### src/rtl/ts_param_exec_core.sv
// ============================================================================
// Module   : ts_param_exec_core
// Purpose  : Parametrised instruction-execution core. Accepts 32-bit
//            instructions over a valid/ready handshake and executes them
//            against an NREG x DW register file using a single-cycle ALU and
//            a DW-iteration shift-add multiplier.
// Ports    : CLK, Reset (async, active-high)
//            inst[31:0], inst_valid, inst_ready    - instruction handshake
//            rf_flat[NREG*DW-1:0]                  - register i at [i*DW +: DW]
//            status[3:0] {V,C,N,Z}, busy, illegal, retire_cnt[CNT_W-1:0]
//            trace_dd/aa/bb/fs[4:0]                - only with TS_EXEC_TRACE_EN
// Options  : TS_EXEC_TRACE_EN adds the trace_* outputs (fields of the last
//            retired instruction).
// Revision : 1.0 - initial release
// ============================================================================
`default_nettype none

module ts_param_exec_core #(
  parameter int DW    = 16,
  parameter int RA_W  = 3,
  parameter int CNT_W = 16
) (
  input  logic                     CLK,
  input  logic                     Reset,
  input  logic [31:0]              inst,
  input  logic                     inst_valid,
  output logic                     inst_ready,
  output logic [(2**RA_W)*DW-1:0]  rf_flat,
  output logic [3:0]               status,
  output logic                     busy,
  output logic                     illegal,
  output logic [CNT_W-1:0]         retire_cnt
`ifdef TS_EXEC_TRACE_EN
  ,
  output logic [4:0]               trace_dd,
  output logic [4:0]               trace_aa,
  output logic [4:0]               trace_bb,
  output logic [4:0]               trace_fs
`endif
);

  localparam int NREG = 2**RA_W;
  localparam int MC_W = (DW > 1) ? $clog2(DW) : 1;

  localparam logic [6:0] OP_NOP  = 7'h00;
  localparam logic [6:0] OP_MOVA = 7'h01;
  localparam logic [6:0] OP_ADD  = 7'h02;
  localparam logic [6:0] OP_SUB  = 7'h03;
  localparam logic [6:0] OP_AND  = 7'h04;
  localparam logic [6:0] OP_OR   = 7'h05;
  localparam logic [6:0] OP_XOR  = 7'h06;
  localparam logic [6:0] OP_NOT  = 7'h07;
  localparam logic [6:0] OP_SHL  = 7'h08;
  localparam logic [6:0] OP_SHR  = 7'h09;
  localparam logic [6:0] OP_LDI  = 7'h0A;
  localparam logic [6:0] OP_MUL  = 7'h0C;

  typedef enum logic [1:0] {
    S_IDLE = 2'd0,
    S_EXEC = 2'd1,
    S_MUL  = 2'd2
  } state_t;

  state_t              state_q, state_d;
  logic [31:0]         inst_q, inst_d;
  logic [DW-1:0]       rf_q [NREG];
  logic [DW-1:0]       rf_d [NREG];
  logic [3:0]          status_q, status_d;
  logic [CNT_W-1:0]    retire_cnt_q, retire_cnt_d;
  logic                illegal_q, illegal_d;
  logic [2*DW-1:0]     mul_acc_q, mul_acc_d;
  logic [2*DW-1:0]     mul_mcand_q, mul_mcand_d;
  logic [DW-1:0]       mul_mplier_q, mul_mplier_d;
  logic [MC_W-1:0]     mul_cnt_q, mul_cnt_d;
  logic [RA_W-1:0]     mul_dd_q, mul_dd_d;

  // Decode of the latched instruction
  logic [6:0]          opcode;
  logic [4:0]          dd_f, aa_f, bb_f;
  logic [9:0]          imm_f;
  logic [RA_W-1:0]     dd, aa, bb;
  logic [DW-1:0]       a, b, res;
  logic [DW:0]         sum, diff;
  logic                c_f, v_f, known, use_a, use_b, use_d, legal, retire;
  logic [2*DW-1:0]     acc_step;

  assign opcode = inst_q[31:25];
  assign dd_f   = inst_q[24:20];
  assign aa_f   = inst_q[19:15];
  assign bb_f   = inst_q[14:10];
  assign imm_f  = inst_q[9:0];
  assign dd     = dd_f[RA_W-1:0];
  assign aa     = aa_f[RA_W-1:0];
  assign bb     = bb_f[RA_W-1:0];
  assign a      = rf_q[aa];
  assign b      = rf_q[bb];

  // ALU result, carry/overflow and field-usage decode
  always_comb begin
    sum   = {1'b0, a} + {1'b0, b};
    diff  = {1'b0, a} - {1'b0, b};
    res   = '0;
    c_f   = 1'b0;
    v_f   = 1'b0;
    known = 1'b1;
    use_a = 1'b0;
    use_b = 1'b0;
    use_d = 1'b1;
    case (opcode)
      OP_NOP:  use_d = 1'b0;
      OP_MOVA: begin use_a = 1'b1; res = a; end
      OP_ADD: begin
        use_a = 1'b1; use_b = 1'b1;
        res = sum[DW-1:0];
        c_f = sum[DW];
        v_f = (a[DW-1] == b[DW-1]) && (sum[DW-1] != a[DW-1]);
      end
      OP_SUB: begin
        use_a = 1'b1; use_b = 1'b1;
        res = diff[DW-1:0];
        c_f = ~diff[DW];  // no borrow means A >= B
        v_f = (a[DW-1] != b[DW-1]) && (diff[DW-1] != a[DW-1]);
      end
      OP_AND:  begin use_a = 1'b1; use_b = 1'b1; res = a & b; end
      OP_OR:   begin use_a = 1'b1; use_b = 1'b1; res = a | b; end
      OP_XOR:  begin use_a = 1'b1; use_b = 1'b1; res = a ^ b; end
      OP_NOT:  begin use_a = 1'b1; res = ~a; end
      OP_SHL:  begin use_a = 1'b1; res = a << 1; c_f = a[DW-1]; end
      OP_SHR:  begin use_a = 1'b1; res = a >> 1; c_f = a[0]; end
      OP_LDI:  res = DW'(imm_f);  // zero-extend or truncate
      OP_MUL:  begin use_a = 1'b1; use_b = 1'b1; end
      default: begin known = 1'b0; use_d = 1'b0; end
    endcase
  end

  // A used register field must not carry bits above the address width
  assign legal = known
              && !(use_d && ((dd_f >> RA_W) != 5'd0))
              && !(use_a && ((aa_f >> RA_W) != 5'd0))
              && !(use_b && ((bb_f >> RA_W) != 5'd0));

  assign acc_step = mul_mplier_q[0] ? (mul_acc_q + mul_mcand_q) : mul_acc_q;

  // Next-state logic
  always_comb begin
    state_d      = state_q;
    inst_d       = inst_q;
    rf_d         = rf_q;
    status_d     = status_q;
    retire_cnt_d = retire_cnt_q;
    illegal_d    = 1'b0;
    mul_acc_d    = mul_acc_q;
    mul_mcand_d  = mul_mcand_q;
    mul_mplier_d = mul_mplier_q;
    mul_cnt_d    = mul_cnt_q;
    mul_dd_d     = mul_dd_q;
    retire       = 1'b0;
    case (state_q)
      S_IDLE: begin
        if (inst_valid) begin
          inst_d  = inst;
          state_d = S_EXEC;
        end
      end
      S_EXEC: begin
        state_d = S_IDLE;
        if (!legal) begin
          illegal_d = 1'b1;
        end else if (opcode == OP_MUL) begin
          // Operands captured here so later writes to R[DD] cannot disturb them
          mul_acc_d    = '0;
          mul_mcand_d  = {{DW{1'b0}}, a};
          mul_mplier_d = b;
          mul_cnt_d    = '0;
          mul_dd_d     = dd;
          state_d      = S_MUL;
        end else begin
          if (opcode != OP_NOP) begin
            rf_d[dd] = res;
            status_d = {v_f, c_f, res[DW-1], (res == '0)};
          end
          retire_cnt_d = retire_cnt_q + 1'b1;
          retire       = 1'b1;
        end
      end
      S_MUL: begin
        mul_acc_d    = acc_step;
        mul_mcand_d  = mul_mcand_q << 1;
        mul_mplier_d = mul_mplier_q >> 1;
        mul_cnt_d    = mul_cnt_q + 1'b1;
        if (mul_cnt_q == MC_W'(DW - 1)) begin
          rf_d[mul_dd_q] = acc_step[DW-1:0];
          status_d       = {1'b0, |acc_step[2*DW-1:DW], acc_step[DW-1],
                            (acc_step[DW-1:0] == '0)};
          retire_cnt_d   = retire_cnt_q + 1'b1;
          retire         = 1'b1;
          state_d        = S_IDLE;
        end
      end
      default: state_d = S_IDLE;
    endcase
  end

  always_ff @(posedge CLK or posedge Reset) begin
    if (Reset) begin
      state_q      <= S_IDLE;
      inst_q       <= '0;
      for (int i = 0; i < NREG; i++) rf_q[i] <= '0;
      status_q     <= '0;
      retire_cnt_q <= '0;
      illegal_q    <= 1'b0;
      mul_acc_q    <= '0;
      mul_mcand_q  <= '0;
      mul_mplier_q <= '0;
      mul_cnt_q    <= '0;
      mul_dd_q     <= '0;
    end else begin
      state_q      <= state_d;
      inst_q       <= inst_d;
      rf_q         <= rf_d;
      status_q     <= status_d;
      retire_cnt_q <= retire_cnt_d;
      illegal_q    <= illegal_d;
      mul_acc_q    <= mul_acc_d;
      mul_mcand_q  <= mul_mcand_d;
      mul_mplier_q <= mul_mplier_d;
      mul_cnt_q    <= mul_cnt_d;
      mul_dd_q     <= mul_dd_d;
    end
  end

`ifdef TS_EXEC_TRACE_EN
  logic [4:0] trace_dd_q, trace_dd_d, trace_aa_q, trace_aa_d;
  logic [4:0] trace_bb_q, trace_bb_d, trace_fs_q, trace_fs_d;

  // inst_q stays stable through MUL, so the fields are valid on either retire path
  always_comb begin
    trace_dd_d = trace_dd_q;
    trace_aa_d = trace_aa_q;
    trace_bb_d = trace_bb_q;
    trace_fs_d = trace_fs_q;
    if (retire) begin
      trace_dd_d = dd_f;
      trace_aa_d = aa_f;
      trace_bb_d = bb_f;
      trace_fs_d = opcode[4:0];
    end
  end

  always_ff @(posedge CLK or posedge Reset) begin
    if (Reset) begin
      trace_dd_q <= '0;
      trace_aa_q <= '0;
      trace_bb_q <= '0;
      trace_fs_q <= '0;
    end else begin
      trace_dd_q <= trace_dd_d;
      trace_aa_q <= trace_aa_d;
      trace_bb_q <= trace_bb_d;
      trace_fs_q <= trace_fs_d;
    end
  end

  assign trace_dd = trace_dd_q;
  assign trace_aa = trace_aa_q;
  assign trace_bb = trace_bb_q;
  assign trace_fs = trace_fs_q;
`endif

  for (genvar gi = 0; gi < NREG; gi++) begin : g_flat
    assign rf_flat[gi*DW +: DW] = rf_q[gi];
  end

  assign inst_ready = (state_q == S_IDLE);
  assign busy       = (state_q != S_IDLE);
  assign illegal    = illegal_q;
  assign status     = status_q;
  assign retire_cnt = retire_cnt_q;

endmodule

`default_nettype wire
### config.mk
export PLATFORM = sky130hd
export DESIGN_NAME = ts_param_exec_core
export DESIGN_NICKNAME = d
export VERILOG_FILES = /design/src/rtl/ts_param_exec_core.sv
export SDC_FILE = /design/constraint.sdc
export NUM_CORES = 1
export LEC_CHECK = 0
export CAP_MARGIN = 20
export CORE_MARGIN = 2
export CORE_UTILIZATION = 47
export DETAILED_ROUTE_END_ITERATION = 10
export PLACE_DENSITY = 0.7
export SLEW_MARGIN = 20
export SYNTH_ARGS = -nofsm -noshare
export SYNTH_HDL_FRONTEND = slang
export SYNTH_SLANG_ARGS = --single-unit
### constraint.sdc
create_clock -name CLK -period 7.7 [get_ports CLK]
set_input_delay 0.77 -clock CLK [delete_from_list [all_inputs] [get_ports CLK]]
set_output_delay 0.77 -clock CLK [all_outputs]
set_load 0.05 [all_outputs]
Yosys cells after proc, flatten, opt, wreduce, memory -nomap -nowiden
Index checks and enable logic that the tools add are counted.
- output and inout port bits: 151
- word-level logic and storage cells: 149
- bits of input ports: 35
- flip-flop bits (word level): 270
- eq/ne operators: 24
- multiplexer cells: 53
- magnitude comparators: 6
- $add $sub $neg: 5
- bitwise gates (word level): 9
- reduce and logical (&&, ||, !) cells: 34
- operators with widths (kind ; count):
    two-way mux 128 bit ; 4
    bitwise mux 128 bit ; 2
    one-hot mux 128 bit (2 select lines) ; 1
    two-way mux 16 bit ; 11
    two-way mux 32 bit ; 5
    one-hot mux 16 bit (10 select lines) ; 1
    one-hot mux 32 bit (2 select lines) ; 2
    binary-select mux 16 bit (select 3 bit) ; 2
    demux 16 bit (select 3 bit) ; 2
    one-hot mux 16 bit (2 select lines) ; 2
    adder 32 bit ; 1
    logical NOT 16 bit ; 2
    == test 7 x 3 -> 1 bit (second input constant) ; 4
    == test 7 x 4 -> 1 bit (second input constant) ; 4
    two-way mux 4 bit ; 6
    adder 16 x 16 -> 17 bit ; 1
    subtractor 16 x 16 -> 17 bit ; 1
    adder 16 x 1 -> 16 bit (second input constant) ; 1
    bitwise AND 16 bit ; 1
    greater-or-equal comparator 4 bit (second input constant) ; 4
    inverter 16 bit ; 1
    inverter 3 -> 4 bit ; 4
    bitwise OR 16 bit ; 1
    one-hot mux 4 bit (2 select lines) ; 2
    other kinds (33) ; 66

Logic depth before layout (Yosys ltp)
- word-level depth: 12
- depth in mapped cells: 17

Worst setup path after synthesis
OpenSTA, ideal clock, no wires.
- path kind: register to register
- from: register inst_q[10]
- to: register status_q[0] (netlist: status[0])
- cell stages (with the launch flop): 18
- arrival time: 4.788 ns
- period minus slack after synthesis: 4.854 ns
- setup time: 0.066 ns
- data required time: 7.634 ns
- slack: 2.846 ns
- cells stage by stage: dfrtp_1 -> clkbuf_1 -> buf_1 -> mux4_2 -> mux2i_1 -> inv_1 -> ha_1 -> fa_1 -> o21ba_2 -> o21bai_1 -> a21oi_1 -> o21ai_0 -> a21oi_1 -> or4b_2 -> clkbuf_1 -> nand4b_1 -> nor4b_2 -> a31o_1
- cells in the longest elaborated chain, start to end: 11
- elaborated cells between the ends (all ways): 15
- those cells by class: add/sub: 2; mux: 8; bitwise: 4; reduce/logical: 1
- ends and longest elaborated chain (element ; line ; RTL):
    start, declared ; 65 ; logic [31:0] inst_q, inst_d;
    start signal, assigned ; 219 ; inst_q <= inst_d;
    inverter 3 -> 4 bit (implied by the code) (*) ; 96 ; assign b = rf_q[bb];
    binary-select mux 16 bit (select 3 bit) (*) ; 96 ;
    two-way mux 16 bit (implied by the code) (*) (2 in series) ; 96 ;
    subtractor 16 x 16 -> 17 bit (tied with other cells) ; 101 ; diff = {1'b0, a} - {1'b0, b};
    one-hot mux 16 bit (10 select lines) (*) ; 109 ; case (opcode)
    logical NOT 16 bit (*) ; 180 ; status_d = {v_f, c_f, res[DW-1], (res == '0)};
    two-way mux 4 bit (*) ; 178 ; if (opcode != OP_NOP) begin
    two-way mux 4 bit (*) ; 169 ; end else if (opcode == OP_MUL) begin
    two-way mux 4 bit (*) ; 167 ; if (!legal) begin
    one-hot mux 4 bit (2 select lines) (*) ; 158 ; case (state_q)
    end signal, assigned ; 221 ; status_q <= status_d;
    end, declared ; 68 ; logic [3:0] status_q, status_d;
Mark *: on every way between the ends. The rest lies on a longest branch, timed or not. The select of a mux whose other input is x is not followed.
A chain may end at the register's enable or synchronous reset.

Final worst setup path
- from: register inst_q[10]
- to: register rf_q, in the netlist rf_flat[47]
- cells in the longest elaborated chain, start to end: 11
- elaborated cells between the ends (all ways): 15
- those cells by class: add/sub: 2; mux: 9; bitwise: 4
- ends and longest elaborated chain (element ; line ; RTL):
    inverter 3 -> 4 bit (implied by the code) (*) ; 96 ;
    binary-select mux 16 bit (select 3 bit) (*) ; 96 ;
    two-way mux 16 bit (implied by the code) (*) (2 in series) ; 96 ;
    subtractor 16 x 16 -> 17 bit (tied with other cells) ; 101 ;
    one-hot mux 16 bit (10 select lines) (*) ; 109 ;
    bitwise mux 128 bit (*) ; 179 ; rf_d[dd] = res;
    two-way mux 128 bit (*) ; 178 ;
    two-way mux 128 bit (*) ; 169 ;
    two-way mux 128 bit (*) ; 167 ;
    one-hot mux 128 bit (2 select lines) (*) ; 158 ;
    end signal, assigned ; 220 ; rf_q <= rf_d;
    end, declared ; 66 ; logic [DW-1:0] rf_q [NREG];
Marked as above.

==> results.md <==
- Core footprint: slightly below 40000 µm²
- Worst-Skew Late Latency: about 0.55 ns
- Via count: 17600
- PostCTS Resize Cnt: 0
- Clock Tree Root: clkbuf_16
- Clk sinks: 270
- Area Overhead vs Synth: 18.7%
- Number of cells after detailed placement: roughly 2500
- # Max-Cap Violations: 0
- CP bufs+invs: 1
- Final min period: between 5 and 6 ns
- CTS tree: yes
- CP Max Fanout: 22
- Sw Share: between 20% and 30%
- Final Hold Viols: 0
- CTS Hold Buffers Added: 0
- Post-CTS Setup Repair Bufs: 0
- Layout cells sized above 1: between 10% and 20%
- CP Class: reg -> reg
- P per Cell Area: approximately 170 nW/µm²
- Std cell rows: around 70
- Rel. slew slack: around a fifth
- CP required: about 8.1 ns
- Critical path's top delay family: compound AO/OA/AOI/OAI gates
- # H-tree levels: 2
- Largest net degree at the start of global routing: 152
- Vias in the first global route: about 17000
- Synth Warn #: 0
- Register area share after synthesis: between 30% and 40%
- Status: finished, final reports clean
- Mapped Cells: about 2000
- Worst Path Arrival: between 6 and 7 ns
- Synth area leaders: dfrtp_1 37%, mux4_2 7.9%, ha_1 5.6%, o21ai_0 5.0%, nand2_1 4.9%
- N_diodes: 0
- Wire per inst: 25.7 µm
- Max IR drop VDD: 0.000109 V
- Final Cycle Share: roughly 73%
- Clock group share of total power: 45.2%
- Gr ovfl total: 0
- Die Ht: approximately 200 µm
- Slew Viols, Final: 0
- Comb power frac: between 10% and 20%
- Worst setup SP type: flop
- Clk_skew: between 0.02 and 0.025 ns
- Die span in x: ~200 µm
- Crit-path max cell delay: roughly 0.85 ns
- Initial antenna violation count: 0
- Routed wire length: roughly 67000 µm
- Sequential share of power: 42.6%
- CTS Buf Count: 34
- Initial Utilization: between 40% and 50%
- Seq cells post-synth: 270
- Main synth FF type: dfrtp_1
- Remaining DRCs: 0
- Initial DRC Count: 2298
- DR vias/cell: slightly below 7
- Post-synth top area cell: dfrtp_1
- Initial DRT Pass Iterations: 6
- Syn_nets: around 2100
- Switching pwr: slightly above 1 mW
- Commonest non-fill, non-tap cell in the layout: dfrtp_1
- Worst Setup End Kind: flop
- Final setup viols: 0
- Worst Tran Pin Value: about 1.2 ns
- Top-area cell type share of the netlist area: between 30% and 40%
- Netlist cell types: between 80 and 90
- Clock tree buffer depth: 3
- Total Power: around 3.7 mW
- Asr flop ratio synth: 100%
- Clk slew on worst S/H paths: approximately 0.060 ns
- Die area: roughly 41000 µm²
- Port Buffers: about 190
- Post-synth EDFFs: 0
- R2r setup slk: roughly 2.1 ns
- Sum Neg Setup Slack: 0 ns
- Nets: about 2200
- CP max stage cell: dfrtp_2
- First-pass GRT wire length: 103000 µm
- Antenna Nets Post-Route: 0
- Mapped Avg Cell Area: 9.49 µm²
- IO Count: between 150 and 200
- Fillers: 3385
- RSZ-0062 raised after global routing: no
- Final core utilization: between 50 and 60%
- Synthesized area: roughly 18000 µm²
- Leak: between 9 and 10 nW
- Fmax: between 150 and 200 MHz
- Aggregate global-route resource usage: between 30% and 40%
- Critical Path, Cell by Cell: buf_4 > mux4_2 > mux2i_1 > ha_1 > o21ai_0 > a21oi_1 > nor2_1 > o41a_1 > a22oi_1 > a211oi_1 > or4_1 > o211ai_1 > nand2_1 > o221ai_1
- Routability cong.: between 0.9 and 1
- Post-DP HPWL: 46400 µm
- Hold WC Path Type: reg -> reg
- Final Non-Filler Cells: approximately 2600
- Most frequent cells in the layout: 267 x dfrtp_1, 239 x nand2_1, 185 x clkdlybuf4s50_1, 181 x o21ai_0, 101 x o22ai_1
- Pint: around 2.6 mW
[cell usage after synthesis (all sizes together), types with 55 or more instances]
library cell and instances:
a22o 75, mux2i 55, ha 83, o22ai 101, a21oi 80, o21ai 193, nor2 88, clkbuf 112
inv 63, mux4 65, dfrtp 270, nand2 239
[sequential cells by signal, indices dropped and copies added (netlist names)]
| signal | flops |
|---|---|
| mul_dd_q | 3 |
| retire_cnt | 16 |
| status | 4 |
| rf_flat | 128 |
| mul_cnt_q | 4 |
| mul_mcand_q | 32 |
| inst_q | 32 |
| mul_acc_q | 32 |
| mul_mplier_q | 16 |
| state_q | 2 |
| illegal | 1 |
[routing by layer]
| layer | vias up | routed length, µm | GRT usage (%) |
|---|---|---|---|
| met5 | - | 0 | 0 |
| met4 | 0 | 2930 | 13.5 |
| met3 | 229 | 8170 | 8.35 |
| met2 | 1209 | 29500 | 49.9 |
| met1 | 8586 | 26500 | 43.4 |
| li1 | 7608 | - | - |
[path summary, 6_finish.rpt]
| kind | startpoint | to | cells past startpoint |
|---|---|---|---|
| worst max-delay path | inst_q[10] | rf_flat[47] | 14 |
| worst min-delay path | mul_mplier_q[6] | mul_mplier_q[5] | 2 |
| worst max register to register | inst_q[10] | rf_flat[47] | 14 |
| worst min register to register | mul_mplier_q[6] | mul_mplier_q[5] | 2 |
| max in group asynchronous | Reset | rf_flat[83] | 4 |
| min in group asynchronous | Reset | retire_cnt[0] | 3 |
[per-stage QoR]
step / area [µm²] / worst slack [ns] / hold WS [ns]
after CTS: 21900 / 2.16 / 0.476
after detailed placement: 20800 / 2.19 / 0.468
after global placement: 20800 / 2.31 / 0.459
after floorplan: 18500 / 2.85 / 0.445
after global routing: 21900 / 1.67 / 0.486
final: 21900 / 2.09 / 0.474
[power by group through the flow]
stage | Clock (mW) | Sequential (mW) | Combinational (mW)
2_1_floorplan | 0 | 1.55 | 0.307
3_3_place_gp | 0 | 1.58 | 0.436
3_5_place_dp | 0 | 1.58 | 0.441
4_1_cts | 1.66 | 1.56 | 0.443
5_1_grt | 1.72 | 1.57 | 0.471
6_report | 1.66 | 1.56 | 0.449
[cells by family after synthesis]
family          Yosys count  share of synthesized area [%]
mux                     163                           13.9
flops                   270                           36.6
buf+inv                 198                           4.12
compound gates          664                           24.0
fa+ha+maj                86                           5.94
xor+xnor                 52                           2.46
simple gates            515                           13.1
[worst min-delay path, cell delays in order, from the launching register on]
cell	delay, ns
dfrtp_1	0.34
nand2_1	0.05
o21ai_0	0.06
[cell type report]
class / instances / area [µm²] / share of cell area, %
clock buffer: 49 / 988 / 4.51
clock inverter: 11 / 138 / 0.627
inverter: 63 / 240 / 1.09
multi-input combinational: 1480 / 11100 / 50.4
sequential: 270 / 6760 / 30.8
tap: 518 / 648 / 2.95
timing repair buffer: 217 / 2100 / 9.58
(Power assumes the default switching activity.)
